===== src/rtl/muldiv_pkg.sv =====
// muldiv_pkg: shared op encodings, FSM states and sizing helper
// for the HI/LO multiply/divide unit.
package muldiv_pkg;

   localparam logic [1:0] OP_MULT  = 2'b00;
   localparam logic [1:0] OP_MULTU = 2'b01;
   localparam logic [1:0] OP_DIV   = 2'b10;
   localparam logic [1:0] OP_DIVU  = 2'b11;

   typedef enum logic [1:0] {
      S_IDLE = 2'd0,
      S_RUN  = 2'd1,
      S_FIX  = 2'd2
   } state_t;

   function automatic int clog2(input int value);
      int r;
      r = 0;
      for (int i = 0; i < 31; i++)
         if ((1 << i) < value) r = i + 1;
      return r;
   endfunction

endpackage


===== src/rtl/muldiv_iter_core.sv =====
// muldiv_iter_core: per-cycle shift-add multiply / restoring divide step.
// acc holds {upper, lower} for multiply and {remainder, quotient} for divide.
module muldiv_iter_core
   import muldiv_pkg::*;
#(
   parameter int WIDTH = 32
) (
   input  logic               clk,
   input  logic               rst,
   input  logic               load,
   input  logic               step,
   input  logic               is_div,
   input  logic [WIDTH-1:0]   init,
   input  logic [WIDTH-1:0]   dvs,
   output logic [2*WIDTH-1:0] acc
);

   logic [WIDTH-1:0]   up;
   logic [WIDTH-1:0]   low;
   logic [WIDTH:0]     sum;
   logic [WIDTH:0]     sh;
   logic [WIDTH-1:0]   diff;
   logic               ge;
   logic [WIDTH-1:0]   rem;
   logic [2*WIDTH-1:0] mul_nxt;
   logic [2*WIDTH-1:0] div_nxt;

   assign up  = acc[2*WIDTH-1:WIDTH];
   assign low = acc[WIDTH-1:0];

   always_comb begin
      sum     = {1'b0, up} + (low[0] ? {1'b0, dvs} : '0);
      mul_nxt = {sum, low[WIDTH-1:1]};
      sh      = {up, low[WIDTH-1]};
      ge      = sh >= {1'b0, dvs};
      // when ge holds the true difference is below dvs, so WIDTH bits suffice
      diff    = sh[WIDTH-1:0] - dvs;
      rem     = ge ? diff : sh[WIDTH-1:0];
      div_nxt = {rem, low[WIDTH-2:0], ge};
   end

   always_ff @(posedge clk or negedge rst) begin
      if (!rst) begin
         acc <= '0;
      end else if (load) begin
         acc <= {{WIDTH{1'b0}}, init};
      end else if (step) begin
         acc <= is_div ? div_nxt : mul_nxt;
      end
   end

endmodule


===== src/rtl/muldiv_unit.sv =====
// muldiv_unit: multi-cycle mult/div owning HI/LO, with stall and
// flush handling for the five-stage pipeline.
module muldiv_unit
   import muldiv_pkg::*;
#(
   parameter int WIDTH    = 32,
   parameter bit FAST_MUL = 1'b0
) (
   input  logic             clk,
   input  logic             rst,
   input  logic             start,
   input  logic [1:0]       op,
   input  logic [WIDTH-1:0] a,
   input  logic [WIDTH-1:0] b,
   input  logic             abort,
   input  logic             wr_hi,
   input  logic             wr_lo,
   input  logic [WIDTH-1:0] wdata,
   input  logic             rd_req,
   output logic [WIDTH-1:0] hi,
   output logic [WIDTH-1:0] lo,
   output logic             busy,
   output logic             stall,
   output logic             done,
   output logic             dz
);

   localparam int CW = clog2(WIDTH);

   state_t state;
   state_t nxt;

   logic [CW-1:0]      cnt;
   logic [WIDTH-1:0]   ma;
   logic [WIDTH-1:0]   mb;
   logic [WIDTH-1:0]   a_q;
   logic               div_q;
   logic               neg_q;
   logic               neg_r;
   logic               sgn;
   logic               is_div;
   logic               go;
   logic               load;
   logic               step;
   logic               fin;
   logic               dz_c;
   logic [WIDTH-1:0]   a_mag;
   logic [WIDTH-1:0]   b_mag;
   logic [2*WIDTH-1:0] acc;
   logic [2*WIDTH-1:0] fprod;
   logic [2*WIDTH-1:0] prod;
   logic [2*WIDTH-1:0] prod_s;
   logic [WIDTH-1:0]   q_s;
   logic [WIDTH-1:0]   r_s;
   logic [WIDTH-1:0]   res_hi;
   logic [WIDTH-1:0]   res_lo;

   assign sgn    = (op == OP_MULT) | (op == OP_DIV);
   assign is_div = (op == OP_DIV) | (op == OP_DIVU);
   assign a_mag  = (sgn & a[WIDTH-1]) ? -a : a;
   assign b_mag  = (sgn & b[WIDTH-1]) ? -b : b;
   assign go     = (state == S_IDLE) & start & ~abort;

   assign busy  = state != S_IDLE;
   assign stall = busy & (start | rd_req | wr_hi | wr_lo);

   always_ff @(posedge clk or negedge rst) begin
      if (!rst) state <= S_IDLE;
      else      state <= nxt;
   end

   always_comb begin
      nxt  = state;
      load = 1'b0;
      step = 1'b0;
      fin  = 1'b0;
      unique case (state)
         S_IDLE: begin
            if (go) begin
               if (FAST_MUL && !is_div) begin
                  nxt = S_FIX;
               end else begin
                  nxt  = S_RUN;
                  load = 1'b1;
               end
            end
         end
         S_RUN: begin
            if (abort) begin
               nxt = S_IDLE;
            end else begin
               step = 1'b1;
               if (cnt == '0) nxt = S_FIX;
            end
         end
         S_FIX: begin
            nxt = S_IDLE;
            fin = ~abort;
         end
         default: nxt = S_IDLE;
      endcase
   end

   muldiv_iter_core #(
      .WIDTH (WIDTH)
   ) u_core (
      .clk    (clk),
      .rst    (rst),
      .load   (load),
      .step   (step),
      .is_div (div_q),
      .init   (a_mag),
      .dvs    (mb),
      .acc    (acc)
   );

   assign fprod = {{WIDTH{1'b0}}, ma} * {{WIDTH{1'b0}}, mb};
   assign dz_c  = div_q & (mb == '0);

   always_comb begin
      prod   = FAST_MUL ? fprod : acc;
      prod_s = neg_q ? -prod : prod;
      q_s    = neg_q ? -acc[WIDTH-1:0] : acc[WIDTH-1:0];
      r_s    = neg_r ? -acc[2*WIDTH-1:WIDTH] : acc[2*WIDTH-1:WIDTH];
      res_hi = prod_s[2*WIDTH-1:WIDTH];
      res_lo = prod_s[WIDTH-1:0];
      unique case (1'b1)
         dz_c: begin
            res_hi = a_q;
            res_lo = '1;
         end
         div_q & ~dz_c: begin
            res_hi = r_s;
            res_lo = q_s;
         end
         default: ;
      endcase
   end

   always_ff @(posedge clk or negedge rst) begin
      if (!rst) begin
         ma    <= '0;
         mb    <= '0;
         a_q   <= '0;
         div_q <= 1'b0;
         neg_q <= 1'b0;
         neg_r <= 1'b0;
         cnt   <= '0;
      end else begin
         if (go) begin
            ma    <= a_mag;
            mb    <= b_mag;
            a_q   <= a;
            div_q <= is_div;
            neg_q <= sgn & (a[WIDTH-1] ^ b[WIDTH-1]);
            neg_r <= sgn & a[WIDTH-1];
         end
         if (load)      cnt <= CW'(WIDTH - 1);
         else if (step) cnt <= cnt - 1'b1;
      end
   end

   // mthi/mtlo only land while idle; a finishing result owns the edge
   always_ff @(posedge clk or negedge rst) begin
      if (!rst) begin
         hi   <= '0;
         lo   <= '0;
         done <= 1'b0;
         dz   <= 1'b0;
      end else begin
         done <= fin;
         dz   <= fin & dz_c;
         if (fin) begin
            hi <= res_hi;
            lo <= res_lo;
         end else if (state == S_IDLE) begin
            if (wr_hi) hi <= wdata;
            if (wr_lo) lo <= wdata;
         end
      end
   end

endmodule

===== config.mk =====
export PLATFORM = sky130hd
export DESIGN_NAME = muldiv_unit
export DESIGN_NICKNAME = d
export VERILOG_FILES = /design/src/rtl/muldiv_pkg.sv /design/src/rtl/muldiv_iter_core.sv /design/src/rtl/muldiv_unit.sv
export SDC_FILE = /design/constraint.sdc
export NUM_CORES = 1
export LEC_CHECK = 0
export ABC_CLOCK_PERIOD_IN_PS = 3700
export CORE_ASPECT_RATIO = 0.5
export CORE_MARGIN = 2
export CORE_UTILIZATION = 30
export CTS_CLUSTER_DIAMETER = 100
export DETAILED_ROUTE_END_ITERATION = 10
export GPL_TIMING_DRIVEN = 0
export SLEW_MARGIN = 20
export SYNTH_ARGS = -nofsm -noshare
export SYNTH_HDL_FRONTEND = slang
export SYNTH_HIERARCHICAL = 1
export SYNTH_SLANG_ARGS = --single-unit

===== constraint.sdc =====
create_clock -name clk -period 3.7 [get_ports clk]
set_clock_uncertainty 0.2 [all_clocks]
set_input_delay 0.74 -clock clk [delete_from_list [all_inputs] [get_ports clk]]
set_output_delay 0.74 -clock clk [all_outputs]
set_load 0.01 [all_outputs]

==> impl_metrics.tcl <==
set metrics [dict create \
    fin_util 0.3744 \
    clk_latency_ns 0.56 \
    synthFlopType "dfrtp_1" \
    synth_top_area_share 0.3017 \
    start_util 0.3041 \
    setup_violations 0 \
    cts.path.max_buffers 3 \
    final_cell_area_um2 20830 \
    clock_sinks 204 \
    critical-path-top-delay-family "compound AO/OA/AOI/OAI gates" \
    worst_hold_startpoint "a_q[31]" \
    crit_path_start_kind "flop" \
    ys_async_sr_fraction 1.000 \
    synth_cells 2175 \
    root_buffer "clkbuf_16" \
    cp.required_ns 3.94 \
    ios 173 \
    r2r_setup_slack_ns 0.08 \
    max_slew_margin 0.3439 \
    power_density_nw_per_um2 643.7 \
    status "finished, final reports clean" \
    nFillCells 5800 \
    grt_max_degree 95 \
    worst-setup-path-type "reg2reg" \
    synth-seq-area-share 0.3017 \
    dp_cells 3106 \
    syn_area_um2 16920 \
    yosysWarningCount 6 \
    p_leak_uw 0.008663 \
    ant_nets 0 \
    htree_levels 1 \
    yosys.area.top_type "dfrtp_1" \
    setup_slack_ns 0.08043 \
    io_buffers 172 \
    syn_to_final_growth_pct 23.09 \
    via_count 17610 \
    cts_tree "built" \
    worst_r2r_endpoint "u_core/acc[52]" \
    multiInputGateArea_um2 11280 \
    fin_crit_ns 3.620 \
    synthesis.nets 2352 \
    vias_per_cell 5.563 \
    fmax_ghz 0.2763 \
    hold_viol_final 0 \
    final-seq-area_um2 5114 \
    slew_viol_final 0 \
    fin_nets 2572 \
    worstRegToRegCells 13 \
    ys_ff_latch 204 \
    cts.clk_slew.worst_paths_ns 0.07 \
    drv_cap 0 \
    synth_edf_count 0 \
    hp-class "reg2reg" \
    cp_cell_sequence "buf_4 -> and2_1 -> ha_1 -> o211ai_1 -> o21ai_2 -> o31a_1 -> o21ai_4 -> o21ai_1 -> a311o_1 -> buf_4 -> xor2_1 -> o21ai_0 -> o21ai_1" \
    drt_wl_total_um 70780 \
    finalCritPeriodShare 0.9783 \
    grt-ovfl-total 0 \
    numCtsBuffers 24 \
    worst-path-max-fanout 5 \
    drc_errors 0 \
    stdcell_count 3166 \
    crit_slowest_cell "dfrtp_4" \
    num_rows 61 \
    grt_use_total 0.2348 \
    worst_pin_slew_ns 0.9841 \
    end_kind "flop" \
    n_antenna_cell 0 \
    min_to "a_q[31]" \
    ys_types 83 \
    drive_gt1_frac 0.06224 \
    fp.coreArea_um2 55640 \
    antenna_found_initial 1 \
    placed_area_um2 19660 \
    first_pass_iters 5 \
    die_w_um 339.9 \
    gp_congestion 0.9533 \
    post_synth.cell_area_avg_um2 7.780 \
    grt_pass1_wl_um 105200 \
    synth.area.top_cells "dfrtp_1, nand2_1, xor2_1, o21ai_0, ha_1" \
    crit_arrival_ns 3.86 \
    grt_pass1_vias 16840 \
    irDropWorstVdd_v 0.0003806 \
    r2r-start "u_core/acc[0]" \
    crit_buf_inv 2 \
    max_stage_delay_ns 0.55 \
    die_area_um2 58440 \
    hold_depth 2 \
    pre_cts_ws_ns -1.227 \
    die_h_um 171.9 \
    avgRoutedWirePerCell_um 22.36 \
    drtIter0Drc 1720 \
    place_hpwl_um 56380 \
]
## synthesized netlist by cell type, drive strengths merged, types with 15 or more instances
cell type and count:
nand2 361, o21ai 207, dfrtp 204, a21oi 173, nor2 140, xor2 116, clkbuf 104, xnor2 82
inv 73, ha 70, mux2i 62, nor3 45, and2 40, nand3 37, a21o 31, nor4 30
o31ai 29, or4 29, a31oi 28, or3 27, a211oi 24, nand2b 19, o211ai 19, and3 18
buf 18, a32oi 15
## metal layers
layer  up-vias  track usage  part of all wire
met2       681       0.3988              0.47
met5         -            0           0.00018
li1       8232            -                 -
met4         2      0.06618             0.030
met1      8586       0.3089              0.43
met3       113      0.03892             0.071
## how the worst max path moves through the flow
| stage | cells after the start | to | slack [ns] | start |
|---|---|---|---|---|
| after global routing | 13 | u_core/acc[59] | -0.02 | u_core/acc[0] |
| after floorplan | 13 | u_core/acc[57] | 0.49 | u_core/acc[0] |
| after CTS | 7 | u_core/acc[29] | 0.007 | state[0] |
| final | 13 | u_core/acc[52] | 0.08 | u_core/acc[0] |
| after detailed placement | 8 | u_core/acc[29] | -1.23 | start |
| after global placement | 1 | u_core/acc[23] | -7.21 | rst |
## cell families (layout without fill, tap and decap cells)
logic type,count (synthesis),in the layout,share of synthesized area
AND/OR/NAND/NOR,794,794,0.2190
AO/OA/AOI/OAI,646,646,0.2402
flip-flops,204,204,0.3017
XOR/XNOR,198,198,0.1025
buffers and inverters,198,433,0.04525
adder cells (fa/ha/maj),72,72,0.05412
multiplexers,63,63,0.03734
## layout make-up
class,instances,area share
multi-input combinational,1773,0.5414
sequential,204,0.2455
timing repair buffer,196,0.09358
tap,756,0.04541
clock buffer,29,0.03117
buffer,120,0.02325
inverter,76,0.01382
clock inverter,12,0.005827
## registers in the layout (all words and copies together) (netlist names), 2 cells and up
register    flops
u_core/acc     64
state           2
cnt             5
lo             32
a_q            32
hi             32
mb             32
## worst min-delay path: stages (launching register included)
cell,delay (ns)
dfrtp_1,0.35
nand2_1,0.05
nand2_1,0.05
## stage by stage
stage          hold WS (ns)  total power [uW]  setup TNS [ns]
2_1_floorplan        0.2404              8002               0
3_3_place_gp         0.2766             10500        -1523.01
3_5_place_dp         0.2721             10530          -61.57
4_1_cts              0.2874             13020               0
5_1_grt              0.3281             14180        -0.08432
6_report             0.2906             13410               0
## power breakdown
part | leakage [uW] | internal (uW) | switching, uW
clock network | 0.000367 | 1330 | 1050
registers | 0.00252 | 2730 | 1010
logic | 0.00577 | 2910 | 4380
## timing repair
item | 4_1_cts | 5_1_grt
resized for setup | 20 | 40
pin swaps | 5 | 21
hold buffers | 1 | 0
setup endpoints to repair | 73 | 45
setup buffers | 8 | 12
endpoints found under the hold margin | 29 | 0
## layout by cell type (no fill, tap or decap), types with 39 or more instances in the layout
| master | synthesis | layout |
|---|---|---|
| xor2_1 | 116 | 116 |
| dfrtp_1 | 204 | 199 |
| nor2_1 | 140 | 138 |
| mux2i_1 | 62 | 62 |
| ha_1 | 70 | 68 |
| inv_1 | 73 | 73 |
| a21oi_1 | 171 | 167 |
| o21ai_0 | 200 | 197 |
| nand2_1 | 360 | 359 |
| nor3_1 | 45 | 45 |
| and2_1 | 39 | 39 |
| clkdlybuf4s50_1 | 0 | 171 |
| xnor2_1 | 82 | 80 |
| clkbuf_1 | 104 | 101 |
Power figures use the tool's default switching activity.
